**src/rtl/seg_display_pkg.sv**
```systemverilog
// Shared constants and helpers for the multiplexed 7-segment display driver.
package seg_display_pkg;

  localparam int MAX_DIGITS = 8;

  // Active-low segment patterns, bit order g..a
  localparam logic [6:0] SEG_BLANK = 7'b1111111;
  localparam logic [6:0] SEG_0     = 7'b1000000;
  localparam logic [6:0] SEG_1     = 7'b1111001;
  localparam logic [6:0] SEG_2     = 7'b0100100;
  localparam logic [6:0] SEG_3     = 7'b0110000;
  localparam logic [6:0] SEG_4     = 7'b0011001;
  localparam logic [6:0] SEG_5     = 7'b0010010;
  localparam logic [6:0] SEG_6     = 7'b0000010;
  localparam logic [6:0] SEG_7     = 7'b1111000;
  localparam logic [6:0] SEG_8     = 7'b0000000;
  localparam logic [6:0] SEG_9     = 7'b0010000;
  localparam logic [6:0] SEG_A     = 7'b0001000;
  localparam logic [6:0] SEG_B     = 7'b0000011;
  localparam logic [6:0] SEG_C     = 7'b1000110;
  localparam logic [6:0] SEG_D     = 7'b0100001;
  localparam logic [6:0] SEG_E     = 7'b0000110;
  localparam logic [6:0] SEG_F     = 7'b0001110;

  // Active-low one-hot anode pattern: every bit high except bit pos
  function automatic logic [MAX_DIGITS-1:0] onehot_n(input logic [2:0] pos);
    return ~(MAX_DIGITS'(1) << pos);
  endfunction

endpackage

```
**src/rtl/seg_decode_hex.sv**
```systemverilog
// Combinational nibble to active-low 7-segment decoder; hex letters optional.
module seg_decode_hex
  import seg_display_pkg::*;
(
  input  logic [3:0] nibble,
  input  logic       hex_en,
  output logic [6:0] seg
);

  // Map the nibble to its segment pattern; 10-15 go dark unless hex is enabled
  always_comb begin
    seg = SEG_BLANK;
    case (nibble)
      4'd0:  seg = SEG_0;
      4'd1:  seg = SEG_1;
      4'd2:  seg = SEG_2;
      4'd3:  seg = SEG_3;
      4'd4:  seg = SEG_4;
      4'd5:  seg = SEG_5;
      4'd6:  seg = SEG_6;
      4'd7:  seg = SEG_7;
      4'd8:  seg = SEG_8;
      4'd9:  seg = SEG_9;
      4'd10: seg = hex_en ? SEG_A : SEG_BLANK;
      4'd11: seg = hex_en ? SEG_B : SEG_BLANK;
      4'd12: seg = hex_en ? SEG_C : SEG_BLANK;
      4'd13: seg = hex_en ? SEG_D : SEG_BLANK;
      4'd14: seg = hex_en ? SEG_E : SEG_BLANK;
      4'd15: seg = hex_en ? SEG_F : SEG_BLANK;
      default: seg = SEG_BLANK;
    endcase
  end

endmodule

```
**src/rtl/seg_display_mux.sv**
```systemverilog
// Time-multiplexed driver for NUM_DIGITS common-anode 7-segment digits with
// shadow-latched data, blanking, blinking and leading-zero suppression.
module seg_display_mux
  import seg_display_pkg::*;
#(
  parameter int NUM_DIGITS = 4,
  parameter int SCAN_DIV   = 50000,
  parameter int BLINK_DIV  = 250,
  parameter int HEX_MODE   = 0
) (
  input  logic                    clk,
  input  logic                    rst_n,
  input  logic                    load,
  input  logic [4*NUM_DIGITS-1:0] value,
  input  logic [NUM_DIGITS-1:0]   blank_mask,
  input  logic [NUM_DIGITS-1:0]   blink_mask,
  input  logic                    lz_en,
  output logic [6:0]              seg,
  output logic [NUM_DIGITS-1:0]   digit_sel
);

  localparam int SCAN_W  = (SCAN_DIV > 1) ? $clog2(SCAN_DIV) : 1;
  localparam int IDX_W   = (NUM_DIGITS > 1) ? $clog2(NUM_DIGITS) : 1;
  localparam int BLINK_W = (BLINK_DIV > 1) ? $clog2(BLINK_DIV) : 1;

  localparam logic [SCAN_W-1:0]  SCAN_LAST  = SCAN_W'(SCAN_DIV - 1);
  localparam logic [IDX_W-1:0]   IDX_LAST   = IDX_W'(NUM_DIGITS - 1);
  localparam logic [BLINK_W-1:0] BLINK_LAST = BLINK_W'(BLINK_DIV - 1);

  logic [4*NUM_DIGITS-1:0] value_q;
  logic [NUM_DIGITS-1:0]   blank_q;
  logic [NUM_DIGITS-1:0]   blink_q;
  logic                    lz_q;

  logic [SCAN_W-1:0]       scan_cnt;
  logic [IDX_W-1:0]        idx;
  logic [BLINK_W-1:0]      blink_cnt;
  logic                    blink_phase;

  logic                    slot_end;
  logic [NUM_DIGITS-1:0]   lz_mask;
  logic                    upper_zero;
  logic [3:0]              cur_nibble;
  logic                    cur_dark;
  logic [6:0]              dec_seg;

  assign slot_end = (scan_cnt == SCAN_LAST);

  // Shadow registers: the display only ever reads these, never the live inputs
  always_ff @(posedge clk) begin
    if (!rst_n) begin
      value_q <= '0;
      blank_q <= '0;
      blink_q <= '0;
      lz_q    <= 1'b0;
    end else if (load) begin
      value_q <= value;
      blank_q <= blank_mask;
      blink_q <= blink_mask;
      lz_q    <= lz_en;
    end
  end

  // Slot timer and digit index; the index advances on the guard edge of each slot
  always_ff @(posedge clk) begin
    if (!rst_n) begin
      scan_cnt <= '0;
      idx      <= '0;
    end else if (slot_end) begin
      scan_cnt <= '0;
      idx      <= (idx == IDX_LAST) ? '0 : idx + 1'b1;
    end else begin
      scan_cnt <= scan_cnt + 1'b1;
    end
  end

  // Blink timebase counts slots and flips the phase every BLINK_DIV slots
  always_ff @(posedge clk) begin
    if (!rst_n) begin
      blink_cnt   <= '0;
      blink_phase <= 1'b0;
    end else if (slot_end) begin
      if (blink_cnt == BLINK_LAST) begin
        blink_cnt   <= '0;
        blink_phase <= ~blink_phase;
      end else begin
        blink_cnt <= blink_cnt + 1'b1;
      end
    end
  end

  // A digit is a leading zero when it and every more significant nibble are zero
  always_comb begin
    lz_mask    = '0;
    upper_zero = 1'b1;
    for (int k = NUM_DIGITS - 1; k >= 1; k--) begin
      upper_zero = upper_zero & (value_q[4*k +: 4] == 4'd0);
      lz_mask[k] = lz_q & upper_zero;
    end
  end

  // Select the current digit's nibble and work out whether it must stay dark
  always_comb begin
    cur_nibble = 4'd0;
    cur_dark   = 1'b0;
    for (int k = 0; k < NUM_DIGITS; k++) begin
      if (idx == IDX_W'(k)) begin
        cur_nibble = value_q[4*k +: 4];
        cur_dark   = blank_q[k] | lz_mask[k] | (blink_q[k] & blink_phase);
      end
    end
  end

  seg_decode_hex u_decode (
    .nibble (cur_nibble),
    .hex_en (HEX_MODE != 0),
    .seg    (dec_seg)
  );

  // Registered pin drive; the last cycle of every slot is a dark guard cycle
  always_ff @(posedge clk) begin
    if (!rst_n) begin
      seg       <= SEG_BLANK;
      digit_sel <= '1;
    end else if (slot_end) begin
      seg       <= SEG_BLANK;
      digit_sel <= '1;
    end else begin
      seg       <= cur_dark ? SEG_BLANK : dec_seg;
      digit_sel <= NUM_DIGITS'(onehot_n(3'(idx)));
    end
  end

endmodule

```
**config.mk**
```make
export PLATFORM = sky130hd
export DESIGN_NAME = seg_display_mux
export DESIGN_NICKNAME = d
export VERILOG_FILES = /design/src/rtl/seg_display_pkg.sv /design/src/rtl/seg_decode_hex.sv /design/src/rtl/seg_display_mux.sv
export SDC_FILE = /design/constraint.sdc
export NUM_CORES = 1
export LEC_CHECK = 0
export CORE_UTILIZATION = 40
export CTS_CLUSTER_SIZE = 25
export DETAILED_ROUTE_END_ITERATION = 8
export GPL_TIMING_DRIVEN = 0
export PLACE_DENSITY = 0.61
export RECOVER_POWER = 25
export SYNTH_ARGS = -nofsm -noshare
export SYNTH_HDL_FRONTEND = slang
export SYNTH_SLANG_ARGS = --single-unit
```
**constraint.sdc**
```tcl
create_clock -name clk -period 2.5 [get_ports clk]
set_input_delay 0.375 -clock clk [delete_from_list [all_inputs] [get_ports clk]]
set_output_delay 0.375 -clock clk [all_outputs]
set_load 0.005 [all_outputs]
```
==> run metrics, run 1 <==
status finished, final reports clean; total CTS buffers 9; Antenna Nets Post-Route 0; Yosys top cell area share 43.73%; Relative slew margins 45.39%; Syn Nets 336; Reg2Reg Depth 8; Req. time, crit path 2.69 ns; LEAKAGE 1.354 nW; clock root buffer clkbuf_8; Post-Place Cells 434; clock latency on the worst-skew pair 0.33 ns; number of placement rows 30; Die X 86.91 microns; fin cells around 450; Die Height between 80 and 90 microns; Cell Pwr Density 557.1 mW/mm^2; Design Power 1.973 mW; fin nets 384; RSZ-0062 raised after global routing yes; placed cell areas 0.003374 sq mm; vias per inst 4.897; clk sinks 63; Comb pwr share between 10% and 20%; post-synthesis sequential area ratio between 40% and 50%; Final Hold Vio Count 0; maximum clock path buffer count 2; Detailed Place HPWL 4.197 mm; fin util 51.57%; startpoint types flip-flop; top_reg_cell synth dfxtp_1; Syn Area/Cell 9.581 sq um; Seq cells post-synth 63; via count of the routed design 2194; Syn-to-layout area delta 22.82%; Initial Util between 40% and 50%; # setup viols final 0; internal power 1.507 mW; First DRT Iteration DRCs 57; share of layout cells above drive strength 1 6.818%; Post-synth ARST share 0%; CTS clk-pin slew, worst paths about 0.07 ns; final WL between 5 and 6 mm; Sw Share 23.61%; CTS tree done; sequential power share 54.2%; Worst Skew about 0.0079 ns; Max VDD drop around 0.00025 V; Die ar. between 0.007 and 0.008 sq mm; first-pass GRT wire length 9.666 mm; cell accounting for the most synthesized area dfxtp_1; count of different cell masters after synthesis 43; post-CTS setup repair buffer count 0; synthesized instance count 301; post-route minimum period 2.306 ns; worst path arrival time 2.50 ns; I/O pin total 39; gr usage total 16.76%; fin area 0.003542 sq mm; WHS 0.4799 ns; max_cap viols 0; largest net degree at the start of global routing 11; Worst Max-Slew Pin Slew 0.8191 ns; Cell Area, Synth 0.002884 sq mm; DR DRC count 0; period utilisation layout between 90% and 100%; Setup crit end kind flip-flop; cts hold-fix bufs 0; gp weighted congestion 0.8087; gr ovfl total 0; first-pass detailed-route iteration total 4; WHS Path Cells 1; CTS H-tree lvls 3; core area 0.006869 sq mm; WL/cell 13.03 microns; Fill cells 653; CP Max Fanout 10; vias in the first global route 2049; Sw Pwr 465.9 uW; Max Slew Vio Count 0; Ant. Diodes 0; HP Class flip-flop to flip-flop; Clk pwr share 35.7%; antenna violations before repair 0; Port Buffers 37; register-to-register setup slack 0.19 ns; Yosys warning total 0; Setup Crit Path Kind flip-flop to flip-flop; synth top area cells dfxtp_1, mux2i_1, nor2b_1; Post-synth EDFFs 0; max frequency 433.7 MHz
==> worst max-delay path: stages, from the launching register on <==
cell and delay (ns):
dfxtp_1 0.38, inv_1 0.08, ha_1 0.19, clkbuf_1 0.22, nand3b_1 0.25, a221oi_2 0.63
nor3_1 0.13, o21ai_0 0.18, nand4_1 0.11
==> area by class of cell <==
type | instances | area [sq um] | share of cell area (%)
Inverter | 9 | 33.78 | 0.9537
Tap cell | 96 | 120.1 | 3.391
Multi-Input combinational cell | 216 | 1550 | 43.77
Clock inverter | 2 | 10.01 | 0.2826
Timing Repair Buffer | 37 | 370.4 | 10.46
Buffer | 13 | 61.31 | 1.731
Clock buffer | 12 | 135.1 | 3.815
Sequential cell | 63 | 1261 | 35.61
==> metal layers <==
metal  vias to the layer above  global-route usage [%]  routed length (microns)
met1                       997                   23.76                     3079
met3                         4                   3.602                      234
li1                       1140                       -                        -
met5                         -                       0                        0
met2                        53                   23.77                     2467
met4                         0                   8.636                       56
==> synth_stat cells, types with 2 or more instances <==
cell type / count
and3_1: 3
or3_1: 2
nor3b_1: 5
o21ai_0: 7
nand3b_1: 4
mux2i_1: 28
nor2b_1: 29
xor2_1: 16
nand4_1: 8
inv_1: 9
dfxtp_1: 63
nor2_1: 27
o21a_1: 2
nand3_1: 9
buf_2: 4
a21oi_1: 8
clkbuf_1: 8
ha_1: 7
nor3_1: 3
a211oi_1: 6
a221oi_2: 4
nand2_1: 22
and2_1: 4
xnor2_1: 4
==> registers in the layout (all words and copies together), names as in the netlist <==
register     flops
seg              7
blink_q          4
blank_q          4
value_q         16
blink_phase      1
scan_cnt        16
digit_sel        4
lz_q             1
blink_cnt        8
idx              2
==> cells by family (layout without fill, tap and decap cells) <==
| family | after synthesis | in the layout | synth area share, % |
|---|---|---|---|
| XOR/XNOR | 20 | 20 | 6.073 |
| adder cells (fa/ha/maj) | 7 | 7 | 3.037 |
| AO/OA/AOI/OAI | 32 | 32 | 8.894 |
| multiplexers | 28 | 28 | 9.718 |
| flip-flops | 63 | 63 | 43.73 |
| AND/OR/NAND/NOR | 129 | 129 | 25.25 |
| buffers and inverters | 22 | 73 | 3.297 |
==> stage by stage <==
step,worst slack (ns),setup TNS (ns)
after global routing,-0.0005582,-0.0005582
after floorplan,0.5648,0
final,0.1942,0
after detailed placement,0.1998,0
after global placement,0.2620,0
after CTS,0.1769,0
==> final timing paths <==
kind	start	end
min	scan_cnt[0]	scan_cnt[0]
min reg2reg	scan_cnt[0]	scan_cnt[0]
max	idx[1]	seg[3]
max reg2reg	idx[1]	seg[3]
==> placed cells by master, fill, tap and decap left out, types with 8 or more instances in the layout <==
master	instances
clkdlybuf4s50_1	36
a21oi_1	8
nand4_1	8
xor2_1	16
nand3_1	9
nand2_1	22
mux2i_1	28
inv_1	9
clkbuf_1	11
nor2_1	27
clkbuf_8	9
nor2b_1	29
dfxtp_1	63
==> power by group through the flow <==
stage                     logic [mW]  registers, mW  clock network [mW]
after floorplan                0.108           1.08                   0
after global placement         0.197           1.09                   0
after detailed placement       0.199           1.09                   0
after CTS                      0.200           1.07               0.730
after global routing           0.223           1.07               0.775
final                          0.200           1.07               0.705
==> timing repair <==
item / in CTS / in global routing
endpoints found under the setup margin: 0 / 2
resized for setup: 0 / 2
endpoints found under the hold margin: 0 / 0
(Power assumes the default switching activity.)
==> inputs of run 2 (changes only) <==
DONT_BUFFER_PORTS = 1   (was unset)
PLACE_DENSITY = 0.54   (was 0.61)
REMOVE_ABC_BUFFERS = 1   (was unset)
==> run 2 against run 1 <==
Against the previous run: clock power is 4.3% higher; worst hold slack worse by 0.32 ns; core utilization is 6.0 points lower; combinational power is 44% lower; wire length is 5.9% lower; critical path depth is 3 lower; global-route usage is 1.0 points lower; maximum frequency is 0.12% higher.
==> run metrics, run 2 (synthesized netlist as in run 1, its figures left out) <==
status finished, final reports clean; Antenna Nets Post-Route 0 (unchanged); post-route minimum period 2.303 ns (-0.002694 ns); clock latency on the worst-skew pair 0.34 ns (about the same); CTS tree done; RSZ-0062 raised after global routing no; max_cap viols 0 (unchanged); gp weighted congestion 0.7215 (-11%); gr ovfl total 0 (unchanged); Die Height 86.91 microns (unchanged); HP Class primary input to flip-flop; fin area 0.003132 sq mm (-12%); Port Buffers 0 (-100%); most frequent cells in the layout dfxtp_1, nor2b_1, mux2i_1; WHS Path Cells 1 (unchanged); antenna violations before repair 0 (unchanged); Reg2Reg Depth 5 (-3); Max VDD drop 0.0002551 V (+1.9%); Initial Util 41.99% (unchanged); startpoint types flip-flop; fin nets 338 (-12%); gr usage total 15.74% (-1.0 points); share of layout cells above drive strength 1 8.766% (+1.9 points); clk sinks 63 (unchanged); Detailed Place HPWL 3.717 mm (-11%); Setup crit end kind flip-flop; Setup TNS Final 0 ns (unchanged); worst path arrival time 2.56 ns (+0.06 ns); DR DRC count 0 (unchanged); Die X 86.91 microns (unchanged); vias in the first global route 1819 (-11%); WL/cell 13.60 microns (+4.3%); LEAKAGE 1.198 nW (-12%); via count of the routed design 2029 (-7.5%); period utilisation layout 92.13% (-0.11 points); max frequency 434.2 MHz (+0.12%); Req. time, crit path 2.76 ns (+0.07 ns); largest net degree at the start of global routing 34 (+23); Max Slew Vio Count 0 (unchanged); first-pass GRT wire length 9.004 mm (-6.8%); # setup viols final 0 (unchanged); CTS clk-pin slew, worst paths 0.07 ns (about the same); core area 0.006869 sq mm (unchanged); Cell Pwr Density 611.6 mW/mm^2 (+9.8%); Setup Crit Path Kind flip-flop to flip-flop; first-pass detailed-route iteration total 4 (unchanged); clock root buffer clkbuf_8; CP Max Fanout 15 (+5); number of placement rows 30 (unchanged); vias per inst 5.022 (+2.6%); CTS H-tree lvls 3 (unchanged); Worst Max-Slew Pin Slew 0.8640 ns (+0.04494 ns); final WL 5.493 mm (-5.9%); I/O pin total 39 (unchanged); Syn-to-layout area delta 8.590%; Relative slew margins 42.20% (-3.2 points); First DRT Iteration DRCs 47 (-18%); Worst Skew 0.006036 ns (-0.001814 ns); biggest regs scan_cnt (16), value_q (16), blink_cnt (8); Design Power 1.915 mW (-2.9%); Ant. Diodes 0 (unchanged); maximum clock path buffer count 2 (unchanged); Die ar. 0.007553 sq mm (unchanged); total CTS buffers 9 (unchanged); Final Hold Vio Count 0 (unchanged); placed cell areas 0.002943 sq mm (-13%); commonest non-fill, non-tap cell in the layout dfxtp_1
run 2: changes by cell type in the layout (fill, tap and decap cells not counted):
cell,before,now
a221oi_2,2,4
a221oi_4,2,0
and2_0,1,0
and2_1,3,4
buf_2,4,0
buf_4,0,4
buf_6,1,0
clkbuf_1,11,2
clkdlybuf4s50_1,36,0
clkinv_2,2,5
dlygate4sd3_1,1,0
ha_1,7,6
ha_2,0,1
run 2: final timing paths:
kind	start	to	slack [ns]
max reg2reg	scan_cnt[6]	seg[1]	0.20
min	rst_n	value_q[6]	0.16
min reg2reg	scan_cnt[0]	scan_cnt[0]	0.46
max	scan_cnt[6]	seg[1]	0.20
run 2: power by group:
group | internal (mW) | switching, mW | total (mW)
sequential | 1.04 | 0.0248 | 1.07
combinational | 0.0593 | 0.0523 | 0.112
clock | 0.351 | 0.383 | 0.735
run 2: cell type report:
class,instances,area [sq um]
clock buffer,11,131.4
multi-input combinational,216,1530
tap,96,120.1
sequential,63,1261
timing repair buffer,4,30.03
inverter,9,33.78
fill,678,3737
clock inverter,5,25.02
run 2: routing by layer:
layer	GRT usage [%]	wire [microns]
met3	4.360	232
met1	22.31	3001
met5	0	0
met4	10.45	159
met2	20.47	2098
run 2: worst max-delay path, cell delays in order (launching register included):
cell	delay, ns
dfxtp_1	0.41
or4b_4	0.53
o41ai_4	0.83
a21oi_1	0.08
o41a_1	0.25
o21ai_0	0.13
run 2: repair_timing:
item,4_1_cts,5_1_grt
resized for setup,0,1
buffers inserted,0,4
hold buffers,0,0
setup endpoints to repair,0,7
run 2: metrics by stage:
stage,std cells,util [%],setup WS [ns],hold slack [ns]
2_1_floorplan,288,-,0.5025,0.4297
3_3_place_gp,384,42.84,0.1556,0.4517
3_5_place_dp,384,42.84,0.1477,0.4580
4_1_cts,400,45.12,0.1331,0.1439
5_1_grt,404,45.59,0.01464,0.1410
6_report,404,45.59,0.1969,0.1607
